**src/rtl/df_ctrl_pkg.sv**
```systemverilog
// Shared types for the dataflow region controller.
// Holds the one-hot FSM encoding, the in-flight counter width and the region ap_ctrl group.
package df_ctrl_pkg;

    localparam int INFL_W = 4;

    typedef enum logic [2:0] {
        S_IDLE   = 3'd1,
        S_ACTIVE = 3'd2,
        S_FULL   = 3'd4
    } state_t;

    typedef struct packed {
        logic start;
        logic ready;
        logic done;
        logic cont;
        logic idle;
    } ap_ctrl_t;

endpackage

```
**src/rtl/df_sticky_sync.sv**
```systemverilog
// Sticky-bit bank: collects per-process events until every bit is seen, then clears.
// all_set includes the current cycle's set bits, so the full group is reported with zero latency.
module df_sticky_sync #(
    parameter int N = 3
) (
    input  logic         clk,
    input  logic         rst_n,
    input  logic [N-1:0] set,
    input  logic         clear,
    output logic [N-1:0] acc,
    output logic         all_set
);

    always_ff @(posedge clk or negedge rst_n) begin
        if (!rst_n) begin
            acc <= '0;
        end else if (clear) begin
            acc <= '0;
        end else begin
            acc <= acc | set;
        end
    end

    assign all_set = &(acc | set);

endmodule

```
**src/rtl/dataflow_region_ctrl.sv**
```systemverilog
// Region-level ap_ctrl_chain sequencer: broadcasts start, joins ready/done,
// bounds in-flight iterations and counts retired iterations.
module dataflow_region_ctrl
    import df_ctrl_pkg::*;
#(
    parameter int NPROC        = 3,
    parameter int MAX_INFLIGHT = 2,
    parameter int ITER_W       = 32
) (
    input  logic              ap_clk,
    input  logic              ap_rst_n,
    input  logic              ap_start,
    output logic              ap_ready,
    output logic              ap_done,
    input  logic              ap_continue,
    output logic              ap_idle,
    output logic [NPROC-1:0]  proc_start,
    input  logic [NPROC-1:0]  proc_ready,
    input  logic [NPROC-1:0]  proc_done,
    output logic [NPROC-1:0]  proc_continue,
    input  logic [NPROC-1:0]  proc_idle,
    output logic [INFL_W-1:0] inflight,
    output logic [ITER_W-1:0] iter_cnt,
    output logic              err_underflow,
    output state_t            dbg_state
);

    localparam logic [INFL_W-1:0] MAX_I = INFL_W'(MAX_INFLIGHT);

    // Handshake semantics: a process accepts start on proc_start&proc_ready (start acts as valid,
    // ready as ready); the region retires an iteration on ap_done&ap_continue (done as valid,
    // continue as ready). Neither side may drop its valid before the matching ready is seen.
    ap_ctrl_t          region;
    logic [INFL_W-1:0] inflight_q, inflight_d;
    state_t            state_q, state_d;
    logic [NPROC-1:0]  start_acc, start_set, done_acc;
    logic              can_start, real_start, all_started, all_done_raw;
    logic              accept, retire, underflow;

    assign region.start = ap_start;
    assign region.cont  = ap_continue;
    assign region.idle  = (&proc_idle) & (inflight_q == '0) & ~region.start;

    assign can_start  = (inflight_q < MAX_I);
    assign real_start = region.start & can_start & ap_rst_n;
    assign proc_start = {NPROC{real_start}} & ~start_acc;
    assign start_set  = proc_start & proc_ready;

    df_sticky_sync #(.N(NPROC)) u_start_sync (
        .clk     (ap_clk),
        .rst_n   (ap_rst_n),
        .set     (start_set),
        .clear   (all_started),
        .acc     (start_acc),
        .all_set (all_started)
    );

    df_sticky_sync #(.N(NPROC)) u_done_sync (
        .clk     (ap_clk),
        .rst_n   (ap_rst_n),
        .set     (proc_done),
        .clear   (retire),
        .acc     (done_acc),
        .all_set (all_done_raw)
    );

    // Gated by reset so nothing is released downstream while the region is held in reset.
    assign region.ready  = all_started & ap_rst_n;
    assign region.done   = all_done_raw & ap_rst_n;
    assign accept        = region.ready;
    assign retire        = region.done & region.cont;
    assign proc_continue = {NPROC{retire}};
    assign underflow     = retire & ~accept & (inflight_q == '0);

    always_comb begin
        inflight_d = inflight_q;
        state_d    = S_ACTIVE;
        if (accept && !retire) begin
            inflight_d = inflight_q + INFL_W'(1);
        end else if (retire && !accept && inflight_q != '0) begin
            inflight_d = inflight_q - INFL_W'(1);
        end
        if (inflight_d == '0) begin
            state_d = S_IDLE;
        end else if (inflight_d >= MAX_I) begin
            state_d = S_FULL;
        end
    end

    always_ff @(posedge ap_clk or negedge ap_rst_n) begin
        if (!ap_rst_n) begin
            inflight_q    <= '0;
            state_q       <= S_IDLE;
            iter_cnt      <= '0;
            err_underflow <= 1'b0;
        end else begin
            inflight_q <= inflight_d;
            state_q    <= state_d;
            if (retire) begin
                iter_cnt <= iter_cnt + ITER_W'(1);
            end
            if (underflow) begin
                err_underflow <= 1'b1;
            end
        end
    end

    assign ap_ready  = region.ready;
    assign ap_done   = region.done;
    assign ap_idle   = region.idle;
    assign inflight  = inflight_q;
    assign dbg_state = state_q;

endmodule

```
**config.mk**
```make
export PLATFORM = sky130hd
export DESIGN_NAME = dataflow_region_ctrl
export DESIGN_NICKNAME = d
export VERILOG_FILES = /design/src/rtl/df_ctrl_pkg.sv /design/src/rtl/df_sticky_sync.sv /design/src/rtl/dataflow_region_ctrl.sv
export SDC_FILE = /design/constraint.sdc
export NUM_CORES = 1
export LEC_CHECK = 0
export ABC_AREA = 1
export ABC_CLOCK_PERIOD_IN_PS = 2160
export BUFFER_PORTS_ARGS = -buffer_cell sky130_fd_sc_hd__buf_2
export CORE_UTILIZATION = 53
export CTS_CLUSTER_DIAMETER = 200
export DETAILED_ROUTE_END_ITERATION = 8
export PLACE_DENSITY = 0.8
export REMOVE_ABC_BUFFERS = 1
export SETUP_SLACK_MARGIN = 0.3
export SYNTH_ARGS = -nofsm -noshare
export SYNTH_HDL_FRONTEND = slang
export SYNTH_SLANG_ARGS = --single-unit
```
**constraint.sdc**
```tcl
create_clock -name ap_clk -period 2.16 [get_ports ap_clk]
set_clock_uncertainty 0.15 [all_clocks]
set_input_delay 0.54 -clock ap_clk [delete_from_list [all_inputs] [get_ports ap_clk]]
set_output_delay 0.54 -clock ap_clk [all_outputs]
set_load 0.02 [all_outputs]
```
== Yosys cells after proc, flatten, opt, wreduce, memory -nomap -nowiden ==
Cells that the tools add are included.

* Bits in registers: 46
* Bits in latches: 0
* Memory bits (writable): 0
* Memory bits (read-only): 0
* Output and inout bits: 49
* Memories kept: 0

* Add/sub/neg operators: 3
* $mul: 0
* Divide/modulo/power cells: 0
* Order comparisons: 2
* Eq/ne operators: 0
* Shifts and indexed selects: 0
* Multiplexer cells: 6
* Bitwise logic cells: 16
* Reduce and logical (&&, ||, !) cells: 11

{| class="wikitable"
|+ Operator list
! cell !! number
|-
| $add 32x1->32 const B || 1
|-
| $mux 3 || 4
|-
| $and 1x1->1 || 9
|-
| $reduce_and 3->1 || 3
|-
| $logic_not 4->1 || 2
|-
| $mux 4 || 2
|-
| $and 3x3->3 || 2
|-
| $or 3x3->3 || 2
|-
| $add 4x1->4 const B || 1
|-
| $ge 4x2->1 const B || 1
|-
| $lt 4x2->1 const B || 1
|-
| $reduce_bool 4->1 || 1
|-
| $sub 4x1->4 const B || 1
|-
| $logic_and 1x1->1 || 3
|-
| $not 3->3 || 1
|-
| $logic_not 1->1 || 2
|-
| $not 1->1 || 2
|}

== Longest topological paths before layout ==
* Depth in word-level cells: 16
* Gate-level depth with buffers: 11
* Gate-level depth less buffers: 11

== By module ==
From an unflattened synthesis, not the netlist that was laid out.

* Cell total of the unflattened synthesis: 371
* Area total of the unflattened synthesis: 2688.8 um2

{| class="wikitable"
|+ Modules (own cells, without submodules)
! module !! instances !! cells an instance !! area an instance (um2) !! seq. area each (um2)
|-
| dataflow_region_ctrl || 1 || 341 || 2438.6 || 1002.2
|-
| df_sticky_sync || 2 || 15 || 125.1 || 75.1
|}

== Worst setup path before layout ==
No wires, ideal clock.

* Kind: flip-flop to output port
* From: register inflight_q[0], in the netlist inflight[0]
* To: output ap_idle
* Arrival time: 1365 ps
* Data required time: 1470 ps
* Setup slack: 105 ps
* Stages on the path, launching flop included: 5
* Buffers on the path: 0
* Cells stage by stage: dfrtp_1 inv_1 ha_1 nand2_1 nor3_1

* Longest elaborated chain between the ends: 3

{| class="wikitable"
|+ Ends and longest elaborated chain
! what !! line !! source
|-
| start, declared || dataflow_region_ctrl.sv:34 || <nowiki>logic [INFL_W-1:0] inflight_q, inflight_d;</nowiki>
|-
| start signal, assigned || dataflow_region_ctrl.sv:97 || <nowiki>inflight_q <= inflight_d;</nowiki>
|-
| $logic_not 4->1 || dataflow_region_ctrl.sv:42 || <nowiki>assign region.idle = (&proc_idle) & (inflight_q == '0) & ~region.start;</nowiki>
|-
| $and 1x1->1 (2 in a row) || dataflow_region_ctrl.sv:42 ||
|-
| end, declared || dataflow_region_ctrl.sv:16 || <nowiki>output logic ap_idle,</nowiki>
|}

Every way passes these cells.

== Worst setup path in the final report ==
* From: register inflight_q[1], in the netlist inflight[1]
* To: output ap_ready

* Longest elaborated chain between the ends: 8

{| class="wikitable"
|+ Ends and longest elaborated chain
! what !! line !! source
|-
| $lt 4x2->1 || dataflow_region_ctrl.sv:44 || <nowiki>assign can_start = (inflight_q < MAX_I);</nowiki>
|-
| $and 1x1->1 (2 in a row) || dataflow_region_ctrl.sv:45 || <nowiki>assign real_start = region.start & can_start & ap_rst_n;</nowiki>
|-
| $and 3x3->3 || dataflow_region_ctrl.sv:46 || <nowiki>assign proc_start = {NPROC{real_start}} & ~start_acc;</nowiki>
|-
| $and 3x3->3 || dataflow_region_ctrl.sv:47 || <nowiki>assign start_set = proc_start & proc_ready;</nowiki>
|-
| $or 3x3->3 || df_sticky_sync.sv:24 || <nowiki>assign all_set = &(acc | set);</nowiki>
|-
| $reduce_and 3->1 || df_sticky_sync.sv:24 ||
|-
| $and 1x1->1 || dataflow_region_ctrl.sv:68 || <nowiki>assign region.ready = all_started & ap_rst_n;</nowiki>
|-
| end, declared || dataflow_region_ctrl.sv:13 || <nowiki>output logic ap_ready,</nowiki>
|}

Every way passes these cells.

==> summary.md <==
| Metric | Value |
|---|---|
| Final net count | 411 |
| Longest Clk Path Bufs | 2 |
| Number of synthesized register bits | 46 |
| Synth warn | 0 |
| Critical Path End Type | output pin |
| Drt wl/cell | 18.6 um |
| Final period utilization | 1.06 |
| Reg2reg start | inflight[1] |
| Via count | 2462 |
| Worst-Margin Slew | 0.421 ns |
| Fillers | 175 |
| Cell Area, Synth | 2440 sq um |
| Pwr/cell area | 910 nW/um^2 |
| Min cycle time layout | 2.29 ns |
| Pre-CTS WS | -0.0611 ns |
| Gp weighted congestion | 0.837 |
| EDFF count, synth | 0 |
| FP Rows | 24 |
| Clock Sinks | 46 |
| Dpl cells | 390 |
| Post-synth top cells | dfrtp_1 (45), nand2_1 (39), inv_1 (35) |
| Unrepaired setup endpoints after global routing | true |
| Crit path launch type | flip-flop |
| Worst-skew pair later-pin latency | 0.30 ns |
| Vias in the first global route | 2405 |
| Reg-to-reg critical path endpoint | dbg_state[1] |
| Die area | 4880 sq um |
| Core area | 4380 sq um |
| Die W | 69.9 um |
| Hold_ws | 0.0743 ns |
| # setup viols final | 6 |
| Total Routing Usage GR | 0.293 |
| Reg2reg path depth | 13 |
| Critical path class | reg -> out |
| Slew Limit Fails | 0 |
| Worst Path Required | 1.47 ns |
| TritonCTS buffer count | 5 |
| Synth area leaders | dfrtp_1 (46%), xor2_1 (8.6%), nand2_1 (6.0%), inv_1 (5.4%), xnor2_1 (3.9%) |
| Crit path launch | inflight[1] |
| FFs w/ async S/R, synth | 1.00 |
| Final hold violations | 0 |
| Final wirelength | 8.30 mm |
| Overflow left after global routing | 0 |
| Most frequent cell after synthesis | dfrtp_1 |
| Leak | 2.10 nW |
| Failing checks | setup timing |
| Worst Path Max Fanout | 4 |
| Worst Hold Class | in -> async |
| Setup ws final | -0.132 ns |
| Initial antenna violation count | 0 |
| Distinct cells, synth | 31 |
| Non-filler cells, final | 447 |
| Multi-input logic area | 1470 sq um |
| H-tree level count | 2 |
| Antenna cell count | 0 |
| CTS tree | built |
| # DRC | 0 |
| Seq/Total Area, Yosys | 0.472 |
| Setup TNS | -0.299 ns |
| Die H | 69.9 um |
| Area occupied by registers | 1160 sq um |
| Top-area cell type share of the netlist area | 0.461 |
| IO buf count | 61 |
| Final HPWL DP | 3.83 mm |
| Rel. slew slack | 0.717 |
| Clk root buf | clkbuf_8 |
| CP Data Arrival Time | 1.60 ns |
| R2R setup slack | -0.06 ns |
| FMAX | 0.436 GHz |
| Avg Inst Size Synth | 9.39 sq um |
| Core Util, Final | 0.906 |
| Ports | 62 |
| Initial Util | 0.557 |
| Share of layout cells above drive strength 1 | 0.549 |
| VDD IR max | 631 uV |
| Routed Antenna Nets | 0 |
| First-pass GRT wire length | 11.1 mm |
| Area leader, netlist | dfrtp_1 |
| Status | complete, but fails checks |
| Layout Area Growth over Synthesis | 62.6% |
| Via density | 5.51 |
| Main synth FF type | dfrtp_1 |
| Worst-path clk slew | 0.08 ns |
| Largest net degree at the start of global routing | 29 |
| Cells after synthesis | 260 |
| Max_cap viols | 0 |
| Drt pass-1 iters | 4 |
| Initial DRC count | 72 |
-- worst max path at each step --
stage | endpoint | slack (ns) | depth (start not counted)
floorplan | iter_cnt[28] | -0.35 | 8
global placement | dbg_state[0] | 0.0002 | 12
detailed placement | iter_cnt[31] | -0.06 | 9
CTS | ap_ready | -0.04 | 6
global route | ap_ready | -0.18 | 6
finish | ap_ready | -0.13 | 6
-- per-layer routing --
| metal | part of all wire | vias to the layer above | track usage |
|---|---|---|---|
| li1 | - | 1103 | - |
| met5 | 0 | - | 0 |
| met4 | 0.047 | 0 | 0.133 |
| met3 | 0.046 | 29 | 0.0491 |
| met2 | 0.53 | 113 | 0.502 |
| met1 | 0.37 | 1217 | 0.363 |
-- stage by stage --
step | power [mW] | cell area [sq um]
finish | 3.61 | 3970
global route | 3.78 | 3970
CTS | 3.26 | 3600
detailed placement | 2.11 | 2940
global placement | 2.08 | 2940
floorplan | 1.76 | 2400
-- cell usage in the layout, fill, tap and decap left out, drive strengths merged --
| cell | netlist | final |
|---|---|---|
| buf | 5 | 132 |
| dfrtp | 45 | 45 |
| nand2 | 43 | 43 |
| inv | 38 | 38 |
| nor2 | 28 | 28 |
| xor2 | 25 | 25 |
| nand3 | 22 | 22 |
| nand4 | 13 | 13 |
| nor3 | 12 | 12 |
| xnor2 | 11 | 11 |
| clkbuf | 0 | 6 |
| o21ai | 4 | 4 |
| ha | 4 | 4 |
| nor4 | 3 | 3 |
| a21oi | 3 | 3 |
| bufinv | 0 | 2 |
| a21boi | 1 | 1 |
| nor3b | 1 | 1 |
| o21bai | 1 | 1 |
| dfstp | 1 | 1 |
-- flip-flops by register name, indices dropped and copies added, names as in the netlist --
name and flops:
err_underflow 1, inflight 4, dbg_state 3, u_start_sync.acc 3
iter_cnt 32, u_done_sync.acc 3
-- layout make-up --
type                       instances  area share
clock buffer                       6      0.0208
clock inverter                     2      0.0151
tap                               52      0.0164
sequential                        46       0.292
inverter                          38      0.0372
timing repair buffer             132       0.249
multi-input combinational        171       0.370
-- repair_timing --
item	4_1_cts	5_1_grt
pin swaps	29	32
gates resized for setup	66	59
endpoints found under the setup margin	21	32
setup buffers	36	13
hold buffers	0	0
-- cells by family after synthesis --
| family | Yosys count | share of synthesized area |
|---|---|---|
| xor gates and xnor gates | 36 | 0.132 |
| AOI/OAI and AO/OA | 9 | 0.0220 |
| buffers and inverters | 43 | 0.0753 |
| DFF | 46 | 0.472 |
| and+or+nand+nor | 122 | 0.278 |
| adders and majority gates | 4 | 0.0205 |
-- report_power, final --
part / total, mW / leakage, nW / internal [mW] / switching, mW
sequential: 1.17 / 0.558 / 1.02 / 0.153
clock: 0.789 / 0.0714 / 0.493 / 0.296
combinational: 1.65 / 1.47 / 0.724 / 0.931
total: 3.61 / 2.10 / 2.23 / 1.38
-- worst max-delay path: stages, from the launching register on --
cell and delay [ns]:
dfrtp_2 0.45, nor2_4 0.15, nand4_1 0.18, nand2_2 0.16, nand3_4 0.09, nor2_4 0.14
buf_6 0.13
Power figures use the tool's default switching activity.
